**src/rtl/enc_out_packer_if.sv**
```systemverilog
// Stream bundle for the encoder output packer: triple input side plus packed-word output side.
interface enc_out_packer_if;
   logic        in_valid;
   logic [2:0]  in_bits;
   logic        in_last;
   logic        out_ready;
   logic        out_valid;
   logic [23:0] out_data;
   logic [3:0]  out_nbits;
   logic        out_last;
   logic        overflow;
   logic        busy;

   modport master (
      output in_valid, in_bits, in_last, out_ready,
      input  out_valid, out_data, out_nbits, out_last, overflow, busy
   );

   modport slave (
      input  in_valid, in_bits, in_last, out_ready,
      output out_valid, out_data, out_nbits, out_last, overflow, busy
   );
endinterface

```
**src/rtl/enc_out_packer.sv**
```systemverilog
// Packs encoder triples LSB-first into three byte lanes and queues finished words
// in a small FIFO with a sticky overflow flag for words dropped on a full FIFO.
module enc_out_packer #(
   parameter int DEPTH = 4
) (
   input logic              clock,
   input logic              aclr,
   enc_out_packer_if.slave  bus
);

   localparam int AW = (DEPTH > 1) ? $clog2(DEPTH) : 1;
   localparam int CW = AW + 1;
   localparam int WW = 29;
   localparam logic [CW-1:0] FULL_CNT = CW'(DEPTH);

   logic [2:0]    cnt_q, cnt_d;
   logic [7:0]    lane_q [3];
   logic [7:0]    lane_d [3];
   logic [7:0]    lane_nx_s [3];
   logic [WW-1:0] mem_q [DEPTH];
   logic [WW-1:0] mem_d [DEPTH];
   logic [AW-1:0] wr_q, wr_d, rd_q, rd_d;
   logic [CW-1:0] count_q, count_d;
   logic          ovf_q, ovf_d;
   logic          out_valid_q, out_valid_d;
   logic [23:0]   out_data_q, out_data_d;
   logic [3:0]    out_nbits_q, out_nbits_d;
   logic          out_last_q, out_last_d;
   logic          busy_q, busy_d;
   logic          push_s, pop_s, full_s, accept_s;
   logic [WW-1:0] word_s, head_s;

   // Bit packer: word layout is {last, nbits, lane2, lane1, lane0}.
   always_comb begin
      cnt_d  = cnt_q;
      push_s = 1'b0;
      word_s = {WW{1'b0}};
      for (int k = 0; k < 3; k++) begin
         lane_nx_s[k]         = lane_q[k];
         lane_nx_s[k][cnt_q]  = bus.in_bits[k];
         lane_d[k]            = lane_q[k];
      end
      if (bus.in_valid) begin
         if ((cnt_q == 3'd7) || bus.in_last) begin
            push_s = 1'b1;
            word_s = {bus.in_last, {1'b0, cnt_q} + 4'd1,
                      lane_nx_s[2], lane_nx_s[1], lane_nx_s[0]};
            cnt_d  = 3'd0;
            for (int k = 0; k < 3; k++) begin
               lane_d[k] = 8'd0;
            end
         end else begin
            cnt_d = cnt_q + 3'd1;
            for (int k = 0; k < 3; k++) begin
               lane_d[k] = lane_nx_s[k];
            end
         end
      end else begin
         cnt_d = cnt_q;
      end
   end

   // Word FIFO: a simultaneous pop frees the slot a push into a full FIFO needs.
   always_comb begin
      full_s   = (count_q == FULL_CNT);
      pop_s    = out_valid_q & bus.out_ready;
      accept_s = push_s & (~full_s | pop_s);
      ovf_d    = ovf_q | (push_s & full_s & ~pop_s);
      mem_d    = mem_q;
      if (accept_s) begin
         mem_d[wr_q] = word_s;
         wr_d        = wr_q + AW'(1'b1);
      end else begin
         wr_d        = wr_q;
      end
      if (pop_s) begin
         rd_d = rd_q + AW'(1'b1);
      end else begin
         rd_d = rd_q;
      end
      case ({accept_s, pop_s})
         2'b10:   count_d = count_q + CW'(1'b1);
         2'b01:   count_d = count_q - CW'(1'b1);
         default: count_d = count_q;
      endcase
   end

   // Output staging: present next-cycle head so all outputs come straight from flops.
   always_comb begin
      head_s = mem_d[rd_d];
      if (count_d != {CW{1'b0}}) begin
         out_valid_d = 1'b1;
         out_data_d  = head_s[23:0];
         out_nbits_d = head_s[27:24];
         out_last_d  = head_s[28];
      end else begin
         out_valid_d = 1'b0;
         out_data_d  = 24'd0;
         out_nbits_d = 4'd0;
         out_last_d  = 1'b0;
      end
      busy_d = (cnt_d != 3'd0) || (count_d != {CW{1'b0}});
   end

   // State registers.
   always_ff @(posedge clock or posedge aclr) begin
      if (aclr) begin
         cnt_q       <= 3'd0;
         for (int k = 0; k < 3; k++) begin
            lane_q[k] <= 8'd0;
         end
         for (int i = 0; i < DEPTH; i++) begin
            mem_q[i] <= {WW{1'b0}};
         end
         wr_q        <= {AW{1'b0}};
         rd_q        <= {AW{1'b0}};
         count_q     <= {CW{1'b0}};
         ovf_q       <= 1'b0;
         out_valid_q <= 1'b0;
         out_data_q  <= 24'd0;
         out_nbits_q <= 4'd0;
         out_last_q  <= 1'b0;
         busy_q      <= 1'b0;
      end else begin
         cnt_q       <= cnt_d;
         lane_q      <= lane_d;
         mem_q       <= mem_d;
         wr_q        <= wr_d;
         rd_q        <= rd_d;
         count_q     <= count_d;
         ovf_q       <= ovf_d;
         out_valid_q <= out_valid_d;
         out_data_q  <= out_data_d;
         out_nbits_q <= out_nbits_d;
         out_last_q  <= out_last_d;
         busy_q      <= busy_d;
      end
   end

   assign bus.out_valid = out_valid_q;
   assign bus.out_data  = out_data_q;
   assign bus.out_nbits = out_nbits_q;
   assign bus.out_last  = out_last_q;
   assign bus.overflow  = ovf_q;
   assign bus.busy      = busy_q;

endmodule

```
**src/flat_wrapper.sv**
```systemverilog
// flat-port wrapper written by rule: the top's interface ports become plain ports
module enc_out_packer_flat 
#(
   parameter int DEPTH = 4
)
  (clock, aclr, bus_in_valid, bus_in_bits, bus_in_last, bus_out_ready, bus_out_valid, bus_out_data, bus_out_nbits, bus_out_last, bus_overflow, bus_busy);
  enc_out_packer_if bus_i ();
  input logic clock;
  input logic aclr;
  input wire logic [$bits(bus_i.in_valid)-1:0] bus_in_valid;
  input wire logic [$bits(bus_i.in_bits)-1:0] bus_in_bits;
  input wire logic [$bits(bus_i.in_last)-1:0] bus_in_last;
  input wire logic [$bits(bus_i.out_ready)-1:0] bus_out_ready;
  output wire logic [$bits(bus_i.out_valid)-1:0] bus_out_valid;
  output wire logic [$bits(bus_i.out_data)-1:0] bus_out_data;
  output wire logic [$bits(bus_i.out_nbits)-1:0] bus_out_nbits;
  output wire logic [$bits(bus_i.out_last)-1:0] bus_out_last;
  output wire logic [$bits(bus_i.overflow)-1:0] bus_overflow;
  output wire logic [$bits(bus_i.busy)-1:0] bus_busy;
  assign bus_i.in_valid = bus_in_valid;
  assign bus_i.in_bits = bus_in_bits;
  assign bus_i.in_last = bus_in_last;
  assign bus_i.out_ready = bus_out_ready;
  assign bus_out_valid = bus_i.out_valid;
  assign bus_out_data = bus_i.out_data;
  assign bus_out_nbits = bus_i.out_nbits;
  assign bus_out_last = bus_i.out_last;
  assign bus_overflow = bus_i.overflow;
  assign bus_busy = bus_i.busy;
  enc_out_packer #(.DEPTH(DEPTH)) u_core (.clock(clock), .aclr(aclr), .bus(bus_i));
endmodule
```
**config.mk**
```make
export PLATFORM = sky130hd
export DESIGN_NAME = enc_out_packer_flat
export DESIGN_NICKNAME = d
export VERILOG_FILES = /design/src/rtl/enc_out_packer_if.sv /design/src/rtl/enc_out_packer.sv /design/src/flat_wrapper.sv
export SDC_FILE = /design/constraint.sdc
export NUM_CORES = 1
export LEC_CHECK = 0
export ABC_AREA = 1
export CAP_MARGIN = 10
export CORE_UTILIZATION = 50
export DETAILED_ROUTE_END_ITERATION = 10
export PLACE_DENSITY = 0.78
export SKIP_CTS_REPAIR_TIMING = 1
export SYNTH_ARGS = -nofsm -noshare
export SYNTH_HDL_FRONTEND = slang
export SYNTH_SLANG_ARGS = --single-unit
```
**constraint.sdc**
```tcl
create_clock -name clock -period 6.3 [get_ports clock]
set_input_delay 1.575 -clock clock [delete_from_list [all_inputs] [get_ports clock]]
set_output_delay 1.575 -clock clock [all_outputs]
set_load 0.02 [all_outputs]
```
* Yosys cells after proc, flatten, opt, wreduce, memory -nomap -nowiden
Cells that the tools add are included. W data, S select, Z words.
Word-level totals: register bits after elaboration 182, input bits 8, output and inout bits 32, logic and storage cells 73
Operators by class: add/sub/neg operators 6, $lt $le $gt $ge 5, equality and inequality tests 4, multiplexer cells 25, bitwise gates (word level) 10, reductions and logical operators 6
Operator list (number):
- $mux W29 | 5
- $bwmux W116 | 1
- $mux W116 | 1
- $bmux W29 S2 | 1
- $demux W29 S2 | 1
- $mux W24 | 2
- $bwmux W8 | 3
- $add A3 B1 Y3 const B | 2
- $eq A3 B3 Y1 const B | 2
- $ge A3 B3 Y1 const B | 2
- $mux W3 | 2
- $not A2 Y3 | 2
- $pmux W3 S2 | 1
- $reduce_bool A3 Y1 | 2
- $mux W1 | 5
- $add A2 B1 Y2 const B | 2
- $add A3 B1 Y4 const B | 1
- $and A1 B1 Y1 | 4
- $lt A3 B4 Y1 const B | 1
- $mux W4 | 1
- $demux W1 S3 | 1
- $ge A3 B1 Y1 const B | 1
- $lt A3 B1 Y1 const B | 1
- $sub A3 B1 Y3 const B | 1
- other kinds (7) | 11

* Logic depth before layout (Yosys ltp)
depth after elaboration 13, depth in mapped cells 15, gate-level depth less buffers 13

* Least setup slack after synthesis
OpenSTA, ideal clock, no wires.
path type input to register, start input port bus_in_valid, end register u_core.out_data_q[11], in the netlist u_core.bus.out_data[11], arrival 3.061 ns, slack 3.122 ns, stages on the path 12, path buffers 2, cell sequence inv_2 nor2_8 buf_6 nor2_1 fa_1 nand4_1 nand3_1 nand2_1 nand3_4 buf_6 nand2_1 nor2_1
On the way: word-level cells in the longest chain between the ends 7
RTL lines:
- start: declaration | line flat_wrapper.sv:10 | input wire logic [$bits(bus_i.in_valid)-1:0] bus_in_valid;
- $mux W29 or $mux W1 (tied branches) | line enc_out_packer.sv:43 | if (bus.in_valid) begin
- $bwmux W116 or $and A1 B1 Y1 (tied branches) | line enc_out_packer.sv:71, enc_out_packer.sv:67
- $mux W116 | line enc_out_packer.sv:70 | if (accept_s) begin
- $bmux W29 S2 | line enc_out_packer.sv:90 | head_s = mem_d[rd_d];
- $mux W29 (implied by the code) (2 in a row) | line enc_out_packer.sv:90
- $mux W24 (*) | line enc_out_packer.sv:91 | if (count_d != {CW{1'b0}}) begin
- via u_core.out_data_d[11] | line enc_out_packer.sv:26 | logic [23:0] out_data_q, out_data_d;
- end signal: assignment | line enc_out_packer.sv:133 | out_data_q <= out_data_d;
- end: declaration | line enc_out_packer.sv:26
The timed path passes the listed nets; every way through them passes the cells marked *. The select of a mux whose other input is x is not followed. A chain may end at the register's enable or synchronous reset.

* Worst setup path after layout
start input port bus_in_valid, end register u_core.out_nbits_q[0], in the netlist u_core.bus.out_nbits[0]
On the way: word-level cells in the longest chain between the ends 7
RTL lines:
- $mux W29 or $mux W1 (tied branches) | line enc_out_packer.sv:43
- $bwmux W116 or $and A1 B1 Y1 (tied branches) | line enc_out_packer.sv:71, enc_out_packer.sv:67
- $mux W116 | line enc_out_packer.sv:70
- $bmux W29 S2 | line enc_out_packer.sv:90
- $mux W29 (implied by the code) (2 in a row) | line enc_out_packer.sv:90
- $mux W4 (*) | line enc_out_packer.sv:91
- via u_core.out_nbits_d[0] | line enc_out_packer.sv:27 | logic [3:0] out_nbits_q, out_nbits_d;
- end signal: assignment | line enc_out_packer.sv:134 | out_nbits_q <= out_nbits_d;
- end: declaration | line enc_out_packer.sv:27
Marked as above.

==> results.tsv <==
stage	metric	value	unit
placement	gpl congestion	0.828	
timing	Setup Viol. Count Final	0	
yosys	async set-or-reset flop fraction in the synthesized netlist	1.00	
yosys	Post-synth EDFFs	0	
timing	Rel. slew slack	0.290	
flow_run	maxcap violations	0	
power_and_ir_drop	Pleak	5.46	nW
final_layout	Final Cell Area	10300	sq um
timing	f_max	241	MHz
floorplan	die height	138	um
global_route	number of global-route vias before repair	7313	
timing	hold_ws	529	ps
global_route	gr usage total	0.241	
yosys	synth top area cells	dfrtp_1, nand2_1, inv_1	
clock_network	clk sinks	182	
global_route	total gr overflow	0	
route	wire per inst	15.0	um
clock_network	CTS tree	yes	
placement	IO Port Bufs	39	
timing	setup ws final	2140	ps
worst_setup_path	slowest CP cell	fa_1	
timing	fin. max-slew vios	0	
power_and_ir_drop	VDD IR max	283	uV
global_route	largest net degree at the start of global routing	183	
floorplan	starting density of the core	0.512	
timing	Sum Neg Setup Slack	0	ps
placement	DP HPWL	12700	um
yosys	Post-synth top flop	dfrtp_1	
route	average vias per placed instance	5.24	
global_route	first-pass GRT wire length	36500	um
route	DRT Wirelength	21800	um
yosys	post-synthesis average cell area	7.72	sq um
clock_network	CTS Buffer Depth	2	
clock_network	CTS root buffer	clkbuf_16	
clock_network	Reg clk slew, reported paths	70	ps
timing	final hold vios	0	
yosys	Synth Instances	1199	
timing	Clock Skew	9.21	ps
worst_setup_path	Arr. time, crit path	4470	ps
timing	RSZ-0062 raised after global routing	no	
clock_network	H-tree depth	4	
clock_network	clk_lat worst skew	440	ps
route	antenna-violating nets left	0	
placement	Placed Area	9750	sq um
global_route	initial antenna violation count	0	
route	residual DRC count	4	
worst_setup_path	Setup CP Type	input pin to flop	
worst_setup_path	Max stage delay on crit path	470	ps
final_layout	Layout Utilization	0.572	
yosys	synth warn	0	
worst_setup_path	Data required, critical path	6610	ps
floorplan	Die Area	19100	sq um
final_layout	number of diodes	0	
yosys	post-synth top area share	0.492	
final_layout	most frequent cells in the layout	nand2_1, inv_1, dfrtp_1	
worst_setup_path	Crit path max-delay family	buffers and inverters	
worst_setup_path	cell mode on critical path	nor2_1	
route	DR iter-0 viols	613	
timing	fin crit period	4160	ps
worst_setup_path	CP max FO	31	
floorplan	core area	18100	sq um
route	vias	7619	
power_and_ir_drop	power per cell area	539	nW/um^2
floorplan	Ports	40	
worst_setup_path	crit path cell chain	clkdlybuf4s50_1, buf_4, inv_2, nor2_8, nor2_1, fa_1, nand4_1, nand3_1, nand2_1, nand3_4, inv_1, nor2_1	
yosys	post-synthesis net count	1214	
final_layout	most common cell after layout, fill and taps aside	nand2_1	
placement	pre-CTS setup slack	1740	ps
final_layout	fin nets	1228	
worst_setup_path	crit end category	flop	
final_layout	share of cells above drive strength 1	0.0489	
route	drt pass-1 iters	10	
floorplan	# rows	49	
hold_path	Hold Path Class	flop to flop	
final_layout	Area Growth Syn to Fin	11.7	%
yosys	post-synthesis sequential area ratio	0.492	
timing	crit share post-route	0.660	
worst_setup_path	CP Launch Type	input pin	
floorplan	Chip Width	138	um
yosys	biggest area consumer among synthesized cells	dfrtp_1	
yosys	Post-Synthesis Cell Area	9260	sq um
run_status	violated checks	design-rule violations	
yosys	Synth cell types	32	
worst_setup_path	Worst Path Buf+Inv	4	
run_status	outcome	finished with violations	
yosys	number of synthesized register bits	182	
clock_network	TritonCTS Buffers	17	
timing	worst-margin pin slew	1060	ps
[path summary, 6_finish.rpt]
| path | from | to | slack [ps] | cells past startpoint |
|---|---|---|---|---|
| hold / removal | u_core.mem_q[16] | u_core.mem_q[16] | 530 | 2 |
| min in group asynchronous | aclr | u_core.bus.out_data[11] | 1680 | 3 |
| setup / recovery | bus_in_valid | u_core.bus.out_nbits[0] | 2140 | 12 |
| max in group asynchronous | aclr | u_core.rd_q[1] | 3770 | 3 |
| hold reg to reg | u_core.mem_q[16] | u_core.mem_q[16] | 530 | 2 |
| setup reg to reg | u_core.cnt_q[0] | u_core.bus.out_nbits[0] | 3270 | 12 |
[cells by family (layout without fill, tap and decap cells)]
logic type,Yosys count,in the layout,share of synthesized area
AOI/OAI and AO/OA,125,125,0.0824
adders and majority gates,7,7,0.0103
xor gates and xnor gates,2,2,0.00270
and+or+nand+nor,631,631,0.304
buffers and inverters,252,279,0.109
DFF,182,182,0.492
[power by group]
part	switching [mW]	total, mW	internal (mW)	leakage, nW
clock	0.447	1.07	0.626	0.283
sequential	0.168	1.87	1.70	2.12
combinational	1.64	2.63	0.988	3.06
[through the flow]
stage | total power [mW] | cells
after floorplan | 3.81 | 1199
after global placement | 4.39 | 1423
after detailed placement | 4.48 | 1423
after CTS | 5.58 | 1455
after global routing | 6.02 | 1455
final | 5.57 | 1455
[worst register-to-register path, stage by stage (launching register included)]
cell and delay [ps]:
dfrtp_1 470, ha_1 250, ha_1 220, nor2_4 220, nor2_8 100, nor2_1 190, fa_1 420, inv_1 80
nand2_1 50, nand2_1 120, nand3_4 370, inv_1 340, nor2_1 100
[final cells by class]
type	instances	area, sq um
Fill cell	1641	7750
Sequential cell	182	4550
Multi-Input combinational cell	765	3700
Inverter	201	758
Clock buffer	25	495
Timing Repair Buffer	46	455
Tap cell	229	287
Clock inverter	7	93.8
[state kept, by name, indices dropped and copies added, names as in the netlist, 2 cells and up]
register              flops
u_core.wr_q               2
u_core.mem_q            116
u_core.cnt_q              3
u_core.bus.out_nbits      4
u_core.count_q            3
u_core.lane_q            24
u_core.rd_q               2
u_core.bus.out_data      24
[routing by layer]
layer  vias to the layer above  global-route usage  share of wire
met4                         0              0.0840          0.018
met2                       195               0.398           0.48
met5                         -                   0              0
li1                       3733                   -              -
met3                        28              0.0388          0.047
met1                      3663               0.324           0.45
[cells in the mapped netlist, types with 3 or more instances]
cell        n
nand2_1   339
inv_1     197
dfrtp_1   182
nand3_1   139
nor2_1     78
o21ai_0    52
and2_1     51
o21a_1     39
buf_2      33
o22ai_1    24
clkbuf_1   12
o21ai_1     7
ha_1        6
nand3_2     5
inv_2       4
nand4_1     4
buf_1       3
buf_6       3
nand3_4     3
Power figures use the tool's default switching activity.
==> RTL edit (same flow settings) <==
`DEPTH` is set to 4 in 2 places; all go to 2.
--- a/src/rtl/enc_out_packer.sv
+++ b/src/rtl/enc_out_packer.sv
@@ -2,5 +2,5 @@
 // in a small FIFO with a sticky overflow flag for words dropped on a full FIFO.
 module enc_out_packer #(
-   parameter int DEPTH = 4
+   parameter int DEPTH = 2
 ) (
    input logic              clock,
--- a/src/flat_wrapper.sv
+++ b/src/flat_wrapper.sv
@@ -2,5 +2,5 @@
 module enc_out_packer_flat 
 #(
-   parameter int DEPTH = 4
+   parameter int DEPTH = 2
 )
   (clock, aclr, bus_in_valid, bus_in_bits, bus_in_last, bus_out_ready, bus_out_valid, bus_out_data, bus_out_nbits, bus_out_last, bus_overflow, bus_busy);
Behaviour: not the same (a bounded check fails within 4 cycles, from zero or initial values).
==> RTL edit against the unedited design <==
Power fell by 41%; clock power fell by 7%; maximum frequency rose by 1.7%; area after synthesis fell by 44%; cell area fell by 39%; sequential cell count fell by 61; clock skew fell by 3.0 ps; via count fell by 45%; core utilization rose by 6.0 points; synthesized cell count fell by 48%; global-route usage fell by 0.27 points; worst setup slack improved by 68 ps; routed wire length fell by 46%; largest cell class unchanged.
==> RTL edit: results (changes against the unedited design) <==
{
  "power": {
    "sequentialPower": {"value": 1.11, "unit": "mW", "change": "-41%"},
    "cellLeakagePower": {"value": 3.23, "unit": "nW", "change": "-41%"},
    "clock_net_power": {"value": 1.00, "unit": "mW", "change": "-7%"},
    "cell_internal_pwr": {"value": 2.12, "unit": "mW", "change": "-36%"},
    "vdd_ir_drop_max": {"value": 269, "unit": "uV", "change": "-5.0%"}
  },
  "clock_network": {
    "clock_latency": {"value": 520, "unit": "ps", "change": "+80 ps"},
    "clkSinkCount": {"value": 121, "change": "-34%"},
    "cts_root_buffer": "sky130_fd_sc_hd__clkbuf_8"
  },
  "sta": {
    "post_route_skew": {"value": 6.16, "unit": "ps", "change": "-3.05 ps"},
    "max_slew.worst_pin.slew": {"value": 1140, "unit": "ps", "change": "+72.4 ps"}
  },
  "worst_setup_path": {
    "timing.critical_path.from": "bus_in_last",
    "worst_r2r_endpoint": "u_core.bus.out_data[7]$_DFF_PP0_",
    "timing.critical_path.max_delay_family": "simple AND/OR/NAND/NOR gates"
  },
  "cells_and_area": {
    "clk_share": {"value": 0.0985, "change": "+0.0415"},
    "buffer_area_frac": {"value": 0.0692, "change": "+0.0252"},
    "area_occupied_by_multi_input_gates": {"value": 1880, "unit": "um^2", "change": "-49%"},
    "layout_clock_buffers": {"value": 21, "change": "-16%"},
    "seqCellArea": {"value": 3030, "unit": "um^2", "change": "-34%"},
    "nNonClkInverters": {"value": 43, "change": "-79%"}
  },
  "place": {
    "place_hpwl": {"value": 7020, "unit": "um", "change": "-45%"}
  },
  "grt": {
    "global_route.usage.met2": {"value": 0.375, "change": "-0.0225"},
    "global_route.usage.met3": {"value": 0.0608, "change": "+0.0220"}
  },
  "synthesis": {
    "post_synth_num_cell_types": {"value": 25, "change": "-22%"},
    "post_synthesis_net_count": {"value": 631, "change": "-48%"}
  },
  "detailed_routing": {
    "detail_route.wirelength.met1": {"value": 5200, "unit": "um", "change": "-47%"},
    "routed_wire_length_per_instance": {"value": 14.8, "unit": "um", "change": "-1.2%"}
  },
  "run_status": {
    "outcome": "finished clean"
  },
  "hold_path": {
    "min_to": "u_core.mem_q[7]$_DFF_PP0_",
    "min_from": "u_core.mem_q[7]$_DFF_PP0_"
  }
}
RTL edit: cell count changes after synthesis, moves of 4 or more:
| cell | delta |
|---|---|
| sky130_fd_sc_hd__dfrtp_1 | -61 |
| sky130_fd_sc_hd__o21ai_0 | -44 |
| sky130_fd_sc_hd__o21a_1 | -39 |
| sky130_fd_sc_hd__nor2_1 | -20 |
| sky130_fd_sc_hd__and2_1 | -50 |
| sky130_fd_sc_hd__buf_2 | -21 |
| sky130_fd_sc_hd__o22ai_1 | -10 |
| sky130_fd_sc_hd__nand2_1 | -106 |
| sky130_fd_sc_hd__o21ai_1 | +41 |
| sky130_fd_sc_hd__buf_4 | +4 |
| sky130_fd_sc_hd__inv_1 | -158 |
| sky130_fd_sc_hd__nand3_1 | -92 |
| sky130_fd_sc_hd__nand4_1 | -4 |
RTL edit: how the worst max path moves through the flow:
stage	endpoint	slack, ps
final	u_core.bus.out_data[7]$_DFF_PP0_	2210
after global routing	u_core.bus.out_data[13]$_DFF_PP0_	1940
after CTS	u_core.bus.out_data[7]$_DFF_PP0_	2160
after detailed placement	u_core.bus.out_data[7]$_DFF_PP0_	1680
after global placement	u_core.bus.out_data[19]$_DFF_PP0_	1750
after floorplan	u_core.bus.busy$_DFF_PP0_	1510
RTL edit: kinds of logic after synthesis:
kind of cell / synth area share
buffers and inverters: 0.0619
adder cells (fa/ha/maj): 0.00719
XOR/XNOR: 0.00504
AO/OA/AOI/OAI: 0.0729
flip-flops: 0.580
AND/OR/NAND/NOR: 0.273
RTL edit: stage by stage:
step	area [um^2]	setup slack, ps	cells	util
after floorplan	5220	1510	620	-
after global placement	5670	1750	769	0.570
after detailed placement	5670	1680	769	0.570
after CTS	6290	2160	801	0.632
after global routing	6290	1940	801	0.632
final	6290	2210	801	0.632
